$ cat src/rtl/jt49_bus_master_if.sv
// Request/response and PSG-side bus of jt49_bus_master.
// "master" is the view taken by jt49_bus_master itself (it accepts requests
// and drives the PSG core); "slave" is the view of whoever feeds it requests
// and models the PSG core.
interface jt49_bus_master_if;
  logic       req_valid;
  logic       req_ready;
  logic       req_wr;
  logic [3:0] req_addr;
  logic [7:0] req_data;
  logic       rd_valid;
  logic [7:0] rd_data;
  logic       busy;
  logic       psg_cs_n;
  logic       psg_wr_n;
  logic [3:0] psg_addr;
  logic [7:0] psg_din;
  logic [7:0] psg_dout;

  modport master (
    input  req_valid, req_wr, req_addr, req_data, psg_dout,
    output req_ready, rd_valid, rd_data, busy,
           psg_cs_n, psg_wr_n, psg_addr, psg_din
  );

  modport slave (
    output req_valid, req_wr, req_addr, req_data, psg_dout,
    input  req_ready, rd_valid, rd_data, busy,
           psg_cs_n, psg_wr_n, psg_addr, psg_din
  );
endinterface

$ cat src/rtl/jt49_bus_master.sv
// Queues PSG register accesses in a small FIFO and plays each one out on the
// PSG bus as SETUP (1 tick), STROBE (HOLD ticks) and RECOVER (GAP ticks),
// where a tick is a clk edge with cen=1. Reads return the core data on the
// tick that leaves STROBE.
module jt49_bus_master #(
  parameter int DEPTH = 4,
  parameter int HOLD  = 2,
  parameter int GAP   = 1
) (
  input  logic              clk,
  input  logic              rst,
  input  logic              cen,
  jt49_bus_master_if.master bus
);

  localparam int AW   = $clog2(DEPTH);
  localparam int TMAX = (HOLD > GAP) ? HOLD : GAP;
  localparam int CW   = $clog2(TMAX + 1);
  localparam logic [AW:0]   FULL_CNT  = (AW+1)'(DEPTH);
  localparam logic [CW-1:0] HOLD_LAST = CW'(HOLD - 1);
  localparam logic [CW-1:0] GAP_LAST  = CW'(GAP - 1);

  typedef enum logic [1:0] {
    ST_IDLE    = 2'd0,
    ST_SETUP   = 2'd1,
    ST_STROBE  = 2'd2,
    ST_RECOVER = 2'd3
  } state_t;

  typedef struct packed {
    logic       wr;
    logic [3:0] addr;
    logic [7:0] data;
  } entry_t;

  entry_t        mem_q [DEPTH];
  entry_t        mem_d [DEPTH];
  logic [AW-1:0] wr_ptr_q, wr_ptr_d, rd_ptr_q, rd_ptr_d;
  logic [AW:0]   count_q, count_d;

  state_t        state_q, state_d;
  logic [CW-1:0] cnt_q, cnt_d;
  logic          wr_flag_q, wr_flag_d;
  logic          psg_cs_n_q, psg_cs_n_d, psg_wr_n_q, psg_wr_n_d;
  logic [3:0]    psg_addr_q, psg_addr_d;
  logic [7:0]    psg_din_q, psg_din_d;
  logic [7:0]    rd_data_q, rd_data_d;
  logic          rd_valid_q, rd_valid_d;

  logic          full_s, empty_s, push_s, pop_s, start_s;
  entry_t        head_s;

  assign full_s  = (count_q == FULL_CNT);
  assign empty_s = (count_q == '0);
  assign push_s  = bus.req_valid & ~full_s;
  assign head_s  = mem_q[rd_ptr_q];

  assign bus.req_ready = ~full_s;
  assign bus.busy      = (state_q != ST_IDLE) | ~empty_s;
  assign bus.psg_cs_n  = psg_cs_n_q;
  assign bus.psg_wr_n  = psg_wr_n_q;
  assign bus.psg_addr  = psg_addr_q;
  assign bus.psg_din   = psg_din_q;
  assign bus.rd_data   = rd_data_q;
  assign bus.rd_valid  = rd_valid_q;

  // FIFO next state: push on any clk edge, pop only when the FSM starts an access.
  always_comb begin
    mem_d    = mem_q;
    wr_ptr_d = wr_ptr_q;
    rd_ptr_d = rd_ptr_q;
    if (push_s) begin
      mem_d[wr_ptr_q] = '{wr: bus.req_wr, addr: bus.req_addr, data: bus.req_data};
      wr_ptr_d        = wr_ptr_q + AW'(1);
    end else begin
      wr_ptr_d = wr_ptr_q;
    end
    if (pop_s) begin
      rd_ptr_d = rd_ptr_q + AW'(1);
    end else begin
      rd_ptr_d = rd_ptr_q;
    end
    case ({push_s, pop_s})
      2'b10:   count_d = count_q + (AW+1)'(1);
      2'b01:   count_d = count_q - (AW+1)'(1);
      default: count_d = count_q;
    endcase
  end

  // FSM next state, access latching and read capture; everything advances on cen only.
  always_comb begin
    state_d    = state_q;
    cnt_d      = cnt_q;
    wr_flag_d  = wr_flag_q;
    psg_addr_d = psg_addr_q;
    psg_din_d  = psg_din_q;
    rd_data_d  = rd_data_q;
    rd_valid_d = 1'b0;
    pop_s      = 1'b0;
    start_s    = 1'b0;
    if (cen) begin
      case (state_q)
        ST_IDLE: begin
          start_s = ~empty_s;
        end
        ST_SETUP: begin
          state_d = ST_STROBE;
          cnt_d   = '0;
        end
        ST_STROBE: begin
          if (cnt_q == HOLD_LAST) begin
            state_d = ST_RECOVER;
            cnt_d   = '0;
            if (!wr_flag_q) begin
              rd_data_d  = bus.psg_dout;
              rd_valid_d = 1'b1;
            end else begin
              rd_data_d  = rd_data_q;
            end
          end else begin
            cnt_d = cnt_q + CW'(1);
          end
        end
        ST_RECOVER: begin
          if (cnt_q == GAP_LAST) begin
            // A queued request goes straight to SETUP with no IDLE tick between.
            if (!empty_s) begin
              start_s = 1'b1;
            end else begin
              state_d = ST_IDLE;
              cnt_d   = '0;
            end
          end else begin
            cnt_d = cnt_q + CW'(1);
          end
        end
        default: begin
          state_d = ST_IDLE;
          cnt_d   = '0;
        end
      endcase
      if (start_s) begin
        pop_s      = 1'b1;
        state_d    = ST_SETUP;
        cnt_d      = '0;
        wr_flag_d  = head_s.wr;
        psg_addr_d = head_s.addr;
        psg_din_d  = head_s.data;
      end else begin
        pop_s = 1'b0;
      end
    end else begin
      state_d = state_q;
    end

    // Strobes follow the state being entered so they are registered with it.
    case (state_d)
      ST_SETUP: begin
        psg_cs_n_d = 1'b0;
        psg_wr_n_d = 1'b1;
      end
      ST_STROBE: begin
        psg_cs_n_d = 1'b0;
        psg_wr_n_d = ~wr_flag_d;
      end
      default: begin
        psg_cs_n_d = 1'b1;
        psg_wr_n_d = 1'b1;
      end
    endcase
  end

  // State registers; rst empties the queue and aborts any access in flight.
  always_ff @(posedge clk) begin
    if (rst) begin
      mem_q      <= '{default: '0};
      wr_ptr_q   <= '0;
      rd_ptr_q   <= '0;
      count_q    <= '0;
      state_q    <= ST_IDLE;
      cnt_q      <= '0;
      wr_flag_q  <= 1'b0;
      psg_cs_n_q <= 1'b1;
      psg_wr_n_q <= 1'b1;
      psg_addr_q <= 4'h0;
      psg_din_q  <= 8'h00;
      rd_data_q  <= 8'h00;
      rd_valid_q <= 1'b0;
    end else begin
      mem_q      <= mem_d;
      wr_ptr_q   <= wr_ptr_d;
      rd_ptr_q   <= rd_ptr_d;
      count_q    <= count_d;
      state_q    <= state_d;
      cnt_q      <= cnt_d;
      wr_flag_q  <= wr_flag_d;
      psg_cs_n_q <= psg_cs_n_d;
      psg_wr_n_q <= psg_wr_n_d;
      psg_addr_q <= psg_addr_d;
      psg_din_q  <= psg_din_d;
      rd_data_q  <= rd_data_d;
      rd_valid_q <= rd_valid_d;
    end
  end

endmodule

$ cat src/flat_wrapper.sv
// flat-port wrapper written by rule: the top's interface ports become plain ports
module jt49_bus_master_flat 
#(
  parameter int DEPTH = 4,
  parameter int HOLD  = 2,
  parameter int GAP   = 1
)
  (clk, rst, cen, bus_req_valid, bus_req_wr, bus_req_addr, bus_req_data, bus_psg_dout, bus_req_ready, bus_rd_valid, bus_rd_data, bus_busy, bus_psg_cs_n, bus_psg_wr_n, bus_psg_addr, bus_psg_din);
  jt49_bus_master_if bus_i ();
  input  logic clk;
  input  logic rst;
  input  logic cen;
  input wire logic [$bits(bus_i.req_valid)-1:0] bus_req_valid;
  input wire logic [$bits(bus_i.req_wr)-1:0] bus_req_wr;
  input wire logic [$bits(bus_i.req_addr)-1:0] bus_req_addr;
  input wire logic [$bits(bus_i.req_data)-1:0] bus_req_data;
  input wire logic [$bits(bus_i.psg_dout)-1:0] bus_psg_dout;
  output wire logic [$bits(bus_i.req_ready)-1:0] bus_req_ready;
  output wire logic [$bits(bus_i.rd_valid)-1:0] bus_rd_valid;
  output wire logic [$bits(bus_i.rd_data)-1:0] bus_rd_data;
  output wire logic [$bits(bus_i.busy)-1:0] bus_busy;
  output wire logic [$bits(bus_i.psg_cs_n)-1:0] bus_psg_cs_n;
  output wire logic [$bits(bus_i.psg_wr_n)-1:0] bus_psg_wr_n;
  output wire logic [$bits(bus_i.psg_addr)-1:0] bus_psg_addr;
  output wire logic [$bits(bus_i.psg_din)-1:0] bus_psg_din;
  assign bus_i.req_valid = bus_req_valid;
  assign bus_i.req_wr = bus_req_wr;
  assign bus_i.req_addr = bus_req_addr;
  assign bus_i.req_data = bus_req_data;
  assign bus_i.psg_dout = bus_psg_dout;
  assign bus_req_ready = bus_i.req_ready;
  assign bus_rd_valid = bus_i.rd_valid;
  assign bus_rd_data = bus_i.rd_data;
  assign bus_busy = bus_i.busy;
  assign bus_psg_cs_n = bus_i.psg_cs_n;
  assign bus_psg_wr_n = bus_i.psg_wr_n;
  assign bus_psg_addr = bus_i.psg_addr;
  assign bus_psg_din = bus_i.psg_din;
  jt49_bus_master #(.DEPTH(DEPTH), .HOLD(HOLD), .GAP(GAP)) u_core (.clk(clk), .rst(rst), .cen(cen), .bus(bus_i));
endmodule
$ cat config.mk
export PLATFORM = sky130hd
export DESIGN_NAME = jt49_bus_master_flat
export DESIGN_NICKNAME = d
export VERILOG_FILES = /design/src/rtl/jt49_bus_master_if.sv /design/src/rtl/jt49_bus_master.sv /design/src/flat_wrapper.sv
export SDC_FILE = /design/constraint.sdc
export NUM_CORES = 1
export LEC_CHECK = 0
export ABC_AREA = 1
export CORE_MARGIN = 3
export CORE_UTILIZATION = 50
export CTS_CLUSTER_DIAMETER = 60
export DETAILED_ROUTE_END_ITERATION = 10
export HOLD_SLACK_MARGIN = 0.05
export PLACE_DENSITY = 0.81
export SYNTH_ARGS = -nofsm -noshare
export SYNTH_HDL_FRONTEND = slang
export SYNTH_SLANG_ARGS = --single-unit
$ cat constraint.sdc
create_clock -name clk -period 3.3 [get_ports clk]
set_input_delay 0.495 -clock clk [delete_from_list [all_inputs] [get_ports clk]]
set_output_delay 0.495 -clock clk [all_outputs]
set_load 0.03 [all_outputs]
# --- Yosys cells after proc, flatten, opt, wreduce, memory -nomap -nowiden ---
# Cells that the tools add are included.
word_totals:
  mem_bits_rw: 0
  in_bits: 25
  regBits: 87
  n_memories: 0
  mem_bits_ro: 0
  latch_bits: 0
op_classes:
  div_mod_pow: 0
  n_reduce_logical: 13
  multipliers: 0
  bitwise_logic: 12
  add_sub_neg: 5
  n_eq_ne: 10
  n_lt_le_gt_ge: 3
  mux: 28
  n_shift: 0
ops:
  columns: ["cell", "n"]
  rows:
  - ["52-bit bitwise mux", 1]
  - ["13-bit two-way mux", 3]
  - ["13-bit binary-select mux with 2-bit select", 1]
  - ["13-bit demux with 2-bit select", 1]
  - ["2-bit two-way mux", 9]
  - ["2-bit one-hot mux with 3 select lines", 2]
  - ["1-bit two-way mux", 9]
  - ["2-bit by 1-bit == test with 1-bit output, second input constant", 4]
  - ["2-bit == test, second input constant", 4]
  - ["1-bit NOT", 8]
  - ["2-bit by 1-bit adder with 2-bit output, second input constant", 3]
  - ["3-bit >= comparator, second input constant", 2]
  - ["2-bit NOT with 3-bit output", 2]
  - ["3-bit one-hot mux with 2 select lines", 1]
  - ["2-bit zero test", 2]
  - ["4-bit by 3-bit inequality test with 1-bit output, second input constant", 1]
  - ["4-bit AND reduction", 1]
  - ["2-bit nonzero test", 2]
  - ["4-bit nonzero test", 1]
  - ["2-bit OR reduction", 2]
  - ["4-bit OR reduction", 1]
  - ["3-bit by 1-bit adder with 3-bit output, second input constant", 1]
  - ["3-bit == test, second input constant", 1]
  - ["3-bit zero test", 1]
  - ["8 further kinds", 8]

# --- Logic depth before layout (Yosys ltp) ---
# Gate-level depths: netlist (run 1).
depth:
  depth_word: 10
  depth_mapped: 14
  mapped_depth_nobuf: 13

# --- Worst setup path after synthesis (run 1) ---
# No wires, ideal clock.
synth_path:
  kind: "register -> register"
  start: "register u_core.state_q[0]"
  end: "register u_core.count_q[2]"
  path_slack_ns: 0.922
  path_stages_with_launch: 14
  period_less_slack_ns: 2.378
  setup_ns: 0.122
  arrival_ns: 2.256
  required_ns: 3.178
  path_cell_list: "dfxtp_1 > inv_1 > ha_1 > inv_1 > nand3_4 > nor2_4 > buf_6 > ha_1 > inv_1 > fa_1 > a21oi_1 > o21ai_0 > o21ai_0 > a21oi_1"
synth_between:
  elab_chain_len: 7
  word_cells_on_any_way: 10
  cone_classes: "3 x eq/ne; 5 x mux; 2 x reduce/logical"
synth_rtl:
  columns: ["element", "line", "rtl"]
  rows:
  - ["start: declaration", "jt49_bus_master.sv:41", "state_t state_q, state_d;"]
  - ["start signal: assignment", "jt49_bus_master.sv:194", "state_q <= state_d;"]
  - ["2-bit == test or 2-bit zero test (tied branches)", "jt49_bus_master.sv:102", "case (state_q)"]
  - ["1-bit one-hot mux with 2 select lines *", "jt49_bus_master.sv:102", null]
  - ["1-bit two-way mux *", "jt49_bus_master.sv:101", "if (cen) begin"]
  - ["1-bit two-way mux *", "jt49_bus_master.sv:142", "if (start_s) begin"]
  - ["1-bit two-way mux *", "jt49_bus_master.sv:101", null]
  - ["via u_core.pop_s", "jt49_bus_master.sv:50", "logic full_s, empty_s, push_s, pop_s, start_s;"]
  - ["2-bit by 1-bit == test with 1-bit output or 2-bit == test (tied branches)", "jt49_bus_master.sv:83", "case ({push_s, pop_s})"]
  - ["3-bit one-hot mux with 2 select lines or 2-bit nonzero test (tied branches)", null, null]
  - ["end signal: assignment", "jt49_bus_master.sv:193", "count_q <= count_d;"]
  - ["end: declaration", "jt49_bus_master.sv:39", "logic [AW:0] count_q, count_d;"]
# The timed path passes the listed nets; every way through them passes the cells marked *. The select of a mux whose other input is x is not followed.
# A chain may end at the register's enable or synchronous reset.

# --- Worst setup path after layout (run 1) ---
layout_path:
  start: "register u_core.state_q[0]"
  end: "register u_core.count_q[2]"
layout_between:
  elab_chain_len: 7
  word_cells_on_any_way: 10
  cone_classes: "3 x eq/ne; 5 x mux; 2 x reduce/logical"
layout_rtl:
  columns: ["element", "line"]
  rows:
  - ["2-bit == test or 2-bit zero test (tied branches)", "jt49_bus_master.sv:102"]
  - ["1-bit one-hot mux with 2 select lines *", "jt49_bus_master.sv:102"]
  - ["1-bit two-way mux *", "jt49_bus_master.sv:101"]
  - ["1-bit two-way mux *", "jt49_bus_master.sv:142"]
  - ["1-bit two-way mux *", "jt49_bus_master.sv:101"]
  - ["2-bit by 1-bit == test with 1-bit output or 2-bit == test (tied branches)", "jt49_bus_master.sv:83"]
  - ["3-bit one-hot mux with 2 select lines or 2-bit nonzero test (tied branches)", null]
# Every way passes the cells marked *; elsewhere a longest branch is shown, timed or not. The select of a mux whose other input is x is not followed.

==> results of run 1 <==
==> final cells by class <==
| type | instances | area share |
|---|---|---|
| Clock buffer | 10 | 0.02808 |
| Clock inverter | 6 | 0.01872 |
| Inverter | 45 | 0.03717 |
| Multi-Input combinational cell | 323 | 0.3882 |
| Sequential cell | 87 | 0.3833 |
| Tap cell | 99 | 0.02726 |
| Timing Repair Buffer | 53 | 0.1173 |
==> layer usage <==
metal	routed length, um	vias up
met4	118	0
met3	522	13
met5	0	-
li1	-	1678
met1	3876	1518
met2	3812	102
==> per-stage QoR <==
| stage | utilization | power, mW | cells | area (sq um) | hold slack, ps |
|---|---|---|---|---|---|
| after floorplan | - | 2.393 | 480 | 3820 | 475.2 |
| after detailed placement | 0.5909 | 2.793 | 607 | 4332 | 475.4 |
| after global placement | 0.5909 | 2.756 | 607 | 4332 | 465.2 |
| after CTS | 0.6199 | 3.590 | 623 | 4544 | 490.8 |
| final | 0.6199 | 3.567 | 623 | 4544 | 489.8 |
| after global routing | 0.6199 | 3.818 | 623 | 4544 | 527.8 |
==> cell usage in the layout, fill, tap and decap left out, types with 2 or more instances in the layout <==
| cell | n |
|---|---|
| bufinv_16 | 2 |
| clkinvlp_4 | 2 |
| nand4_1 | 2 |
| clkbuf_8 | 9 |
| ha_1 | 15 |
| buf_4 | 3 |
| nor2_4 | 2 |
| a21oi_1 | 65 |
| nor2_8 | 4 |
| clkdlybuf4s50_1 | 49 |
| inv_1 | 44 |
| o22ai_1 | 12 |
| o21ai_1 | 29 |
| o21ai_0 | 75 |
| nand3_1 | 9 |
| nand2_1 | 29 |
| nand2_2 | 2 |
| clkinv_2 | 2 |
| nor2_1 | 69 |
| dfxtp_1 | 87 |
==> worst max-delay path, delay by kind of cell (launching register included) <==
family / cells / cell delay (ps)
fa+ha+maj: 3 / 890
compound gates: 4 / 560
flops: 1 / 410
buf+inv: 3 / 330
simple gates: 2 / 210
==> state kept, by name, summed over array words and instances, names as in the netlist <==
| name | flops |
|---|---|
| u_core.bus.psg_addr | 4 |
| u_core.bus.psg_cs_n | 1 |
| u_core.count_q | 3 |
| u_core.mem_q | 52 |
| u_core.rd_ptr_q | 2 |
| u_core.bus.psg_din | 8 |
| u_core.cnt_q | 2 |
| u_core.state_q | 2 |
| u_core.wr_ptr_q | 2 |
| u_core.bus.psg_wr_n | 1 |
| u_core.bus.rd_data | 8 |
| u_core.bus.rd_valid | 1 |
| u_core.wr_flag_q | 1 |
==> final timing paths <==
path,cells past startpoint,startpoint,slack [ps],to
worst max-delay path,12,u_core.state_q[0],770,u_core.count_q[2]
worst min-delay path,2,u_core.bus.rd_data[0],490,u_core.bus.rd_data[0]
worst max register to register,12,u_core.state_q[0],770,u_core.count_q[2]
worst min register to register,2,u_core.bus.rd_data[0],490,u_core.bus.rd_data[0]
==> power groups by stage <==
stage,clock network [mW],logic (mW),registers (mW)
2_1_floorplan,0,0.897,1.50
3_3_place_gp,0,1.38,1.37
3_5_place_dp,0,1.41,1.38
4_1_cts,0.811,1.42,1.36
5_1_grt,0.857,1.58,1.38
6_report,0.792,1.42,1.36
==> cell families after synthesis <==
| group | Yosys count | synth area share |
|---|---|---|
| and+or+nand+nor | 125 | 0.1641 |
| xor gates and xnor gates | 1 | 0.002293 |
| adders and majority gates | 16 | 0.05437 |
| DFF | 87 | 0.4559 |
| AOI/OAI and AO/OA | 181 | 0.2411 |
| buffers and inverters | 70 | 0.08221 |
==> flow_metrics.tcl, run 1 <==
set metrics [dict create \
    status "complete, no violations" \
    post_cts_buffers 0 \
    chipWidth_um 93.41 \
    combPwrFrac 0.398 \
    critPathSlowestCell "fa_1" \
    cts_sinks 87 \
    p_sw_mw 1.383 \
    clkTransAtPathRegs_ps 80 \
    max_slew_margin 0.5243 \
    synth-seq-cells 87 \
    vias 3311 \
    multi_input_area_sq_um 1764 \
    ctsHoldBuffers 0 \
    critPathKind "reg -> reg" \
    maxSlewViolCount 0 \
    synth.avg_cell_area_sq_um 7.958 \
    overflow 0 \
    wl_um 8329 \
    grt.total_usage 0.1968 \
    synthTopCellsByArea "dfxtp_1, o21ai_0, a21oi_1" \
    p_int_mw 2.184 \
    met3_usage 0.03379 \
    die_height_um 93.41 \
    cts.repair.resized 0 \
    grt-busiest-layer "met2" \
    met1_usage 0.2553 \
    seqPwrFrac 0.380 \
    netlist_area_sq_um 3820 \
    vdd_ir_drop_max_mv 0.4154 \
    layout-drive-gt1-share 0.06107 \
    cp_common_cell "inv_1" \
    synthCells 480 \
    firstDrtPassIters 4 \
    post-route-period-util 0.7657 \
    critical-path-max-stage-delay_ps 450 \
    start_util 0.5211 \
    ant_nets 0 \
    place_ws_ps 634.2 \
    synthTopCellsByCount "dfxtp_1, o21ai_0, nor2_1" \
    h-tree-depth 3 \
    crit_fanout 5 \
    finalSetupViolations 0 \
    clock_path_buffers 2 \
    cts-root-buf "clkbuf_8" \
    yosysTopAreaCell "dfxtp_1" \
    finalClockSkew_ps 8.355 \
    switching_share 0.3877 \
    grt_max_degree 62 \
    area_delta_synth_final_pct 18.96 \
    synth_fp_nets 521 \
    cts_tree "yes" \
    min_period_ps 2527 \
    initialDrtViolationCount 182 \
    dp_hpwl_um 5519 \
    wire_per_inst_um 13.37 \
    p_per_area_nw_per_um2 785.0 \
    synth-seq-area-share 0.4559 \
    cts_made_buffers 9 \
    worstSetupStartpointType "flip-flop" \
    required_ps 3530 \
    grt_pass1_vias 3020 \
    antenna_found_initial 0 \
    place_congestion 0.8665 \
    core_sq_um 7331 \
    io_pins 50 \
    hold_viol_final 0 \
    synth_edf_count 0 \
    drcViolationCount 0 \
    clock_power_share 0.222 \
    setup-tns-final_ps 0 \
    synth.distinct_cells 29 \
    cap_violations 0 \
    hp-class "reg -> reg" \
    rows 31 \
    finalNetCount 560 \
    synth_top_area_share 0.4559 \
    yosysWarnings 0 \
    leakagePower_nw 1.907 \
    seqCellArea_sq_um 1742 \
    cp_cell_sequence "inv_1, ha_1, inv_1, nand3_4, nor2_4, ha_1, inv_1, fa_1, a21oi_1, o21ai_0, o21ai_0, a21oi_1" \
    clkLatencyLatePin_ps 350 \
    viasPerCell 5.315 \
    grt_pass1_wl_um 13770 \
    clock.fmax_mhz 395.8 \
    rsz0062_at_grt "no" \
    antenna_cells 0 \
    finalWorstSetupSlack_ps 773.2 \
    met2_usage 0.3234 \
    ys.flop_type "dfxtp_1" \
    synth_async_sr_flop_share 0 \
    yosysMostFrequentCell "dfxtp_1" \
    worstMarginPinSlew_ps 709.2 \
    portBuffers 49 \
    nFillCells 624 \
    cp.arrival_ps 2760 \
    die_area_sq_um 8724 \
    endpoint_kind "flip-flop" \
]
No activity file was read; power rests on OpenSTA's default activity.
==> inputs of run 2 (changes only) <==
==> constraint.sdc (replaced) <==
create_clock -name clk -period 2.6 [get_ports clk]
set_input_delay 0.39 -clock clk [delete_from_list [all_inputs] [get_ports clk]]
set_output_delay 0.39 -clock clk [all_outputs]
set_load 0.03 [all_outputs]
==> flow_metrics.tcl, run 2 (same netlist as run 1, synthesis figures left out) <==
set metrics [dict create \
    grt.total_usage 0.2049 \
    initialDrtViolationCount 204 \
    worstMarginPinSlew_ps 503.2 \
    multi_input_area_sq_um 1764 \
    worstRegToRegCells 13 \
    area_delta_synth_final_pct 19.62 \
    viasPerCell 5.364 \
    critPathKind "reg -> reg" \
    mostFrequentLayoutCells "dfxtp_1, o21ai_0, nor2_1" \
    rows 31 \
    chipWidth_um 93.41 \
    min_period_ps 2307 \
    post-route-period-util 0.8873 \
    grt_pass1_wl_um 14380 \
    critPathLaunch "u_core.cnt_q[0]" \
    ctsHoldBuffers 0 \
    grt_max_degree 62 \
    finalWorstSetupSlack_ps 293.0 \
    cts_made_buffers 9 \
    portBuffers 49 \
    io_pins 50 \
    wl_um 8581 \
    max_slew_margin 0.6645 \
    endpoint_kind "flip-flop" \
    h-tree-depth 3 \
    hold_viol_final 0 \
    p_per_area_nw_per_um2 995.5 \
    die_height_um 93.41 \
    critPathSlowestCell "fa_1" \
    layout-drive-gt1-share 0.07576 \
    core_sq_um 7331 \
    mostFrequentLayoutCell "dfxtp_1" \
    largest_reg_flops 52 \
    crit_fanout 4 \
    grt_pass1_vias 3163 \
    vias 3363 \
    vdd_ir_drop_max_mv 0.4831 \
    place_ws_ps 217.5 \
    finalClockSkew_ps 8.745 \
    clock.fmax_mhz 433.5 \
    nFillCells 622 \
    rsz0062_at_grt "no" \
    r2r_setup_slack_ps 290 \
    start_util 0.5211 \
    antenna_found_initial 0 \
    timing.rr.start "u_core.cnt_q[0]" \
    firstDrtPassIters 5 \
    crit_end "u_core.count_q[2]" \
    antenna_cells 0 \
    cts.repair.resized 0 \
    die_area_sq_um 8724 \
    setup-tns-final_ps 0 \
    cts_tree "yes" \
    clock_path_buffers 2 \
    hold_slack_ps 491.4 \
    critical-path-max-stage-delay_ps 440 \
    cap_violations 0 \
    cp.arrival_ps 2550 \
    clkLatencyLatePin_ps 360 \
    finalNetCount 564 \
    top_register "u_core.mem_q" \
    seqCellArea_sq_um 1744 \
    leakagePower_nw 1.931 \
    post_cts_buffers 0 \
    wire_per_inst_um 13.69 \
    status "complete, no violations" \
    cp_cell_sequence "inv_1, ha_1, nand2_1, nand2_2, nand3_4, nor2_4, ha_1, inv_1, fa_1, a21oi_1, o21ai_0, o21ai_0, a21oi_1" \
    place_congestion 0.9181 \
    overflow 0 \
    hp-class "reg -> reg" \
    final_util 0.6233 \
    finalSetupViolations 0 \
    cts_sinks 87 \
    ant_nets 0 \
    worstSetupStartpointType "flip-flop" \
    r2r_end "u_core.count_q[2]" \
    maxSlewViolCount 0 \
    dp_hpwl_um 5669 \
    drcViolationCount 0 \
    clkTransAtPathRegs_ps 90 \
    cts-root-buf "clkbuf_8" \
    required_ps 2850 \
]
[run 2: worst max-delay path, delay by kind of cell, from the launching register on]
family	cells	cell delay, ps
buffers and inverters	2	200
flip-flops	1	340
AO/OA/AOI/OAI	4	470
adder cells (fa/ha/maj)	3	780
AND/OR/NAND/NOR	4	410
[run 2: stage by stage]
step | power (mW) | cells | area, sq um
6_report | 4.549 | 627 | 4569
5_1_grt | 4.879 | 627 | 4569
4_1_cts | 4.573 | 627 | 4567
3_5_place_dp | 3.561 | 611 | 4349
3_3_place_gp | 3.516 | 611 | 4349
2_1_floorplan | 3.037 | 480 | 3820
[run 2: final cells by class]
cell class	count	share of cell area
multi-input cells	323	0.3861
clock inverters	4	0.01150
flip-flops and latches	87	0.3817
clock buffers	12	0.03614
well taps	99	0.02711
repair buffers	57	0.1205
inverters	45	0.03697
[run 2: report_power, final]
part           internal [mW]  total [mW]  switching (mW)
sequential              1.58        1.72           0.144
clock                  0.525       0.998           0.473
combinational          0.672        1.83            1.15
[run 2: routing by layer]
metal	up-vias	track usage	share of wire
met1	1559	0.2644	0.46
met2	95	0.3276	0.46
li1	1691	-	-
met4	0	0.08913	0.019
met5	-	0	0
met3	18	0.04666	0.062
[run 2: worst min-delay path by stage]
stage	cells past startpoint	slack (ps)	to	startpoint
global route	2	520	u_core.bus.rd_data[2]	u_core.bus.rd_data[2]
detailed placement	2	480	u_core.bus.rd_data[5]	u_core.bus.rd_data[5]
global placement	2	470	u_core.bus.rd_data[4]	u_core.bus.rd_data[4]
finish	2	490	u_core.bus.rd_data[5]	u_core.bus.rd_data[5]
CTS	2	500	u_core.bus.rd_data[3]	u_core.bus.rd_data[3]
floorplan	1	460	u_core.rd_ptr_q[0]	rst
==> inputs of run 3 (changes only) <==
--- a/config.mk
+++ b/config.mk
@@ -15,3 +15,4 @@
 export SYNTH_ARGS = -nofsm -noshare
 export SYNTH_HDL_FRONTEND = slang
 export SYNTH_SLANG_ARGS = --single-unit
+export TNS_END_PERCENT = 10
==> results of run 3 <==
Final layout, timing and power as in run 2 (identical DEF).
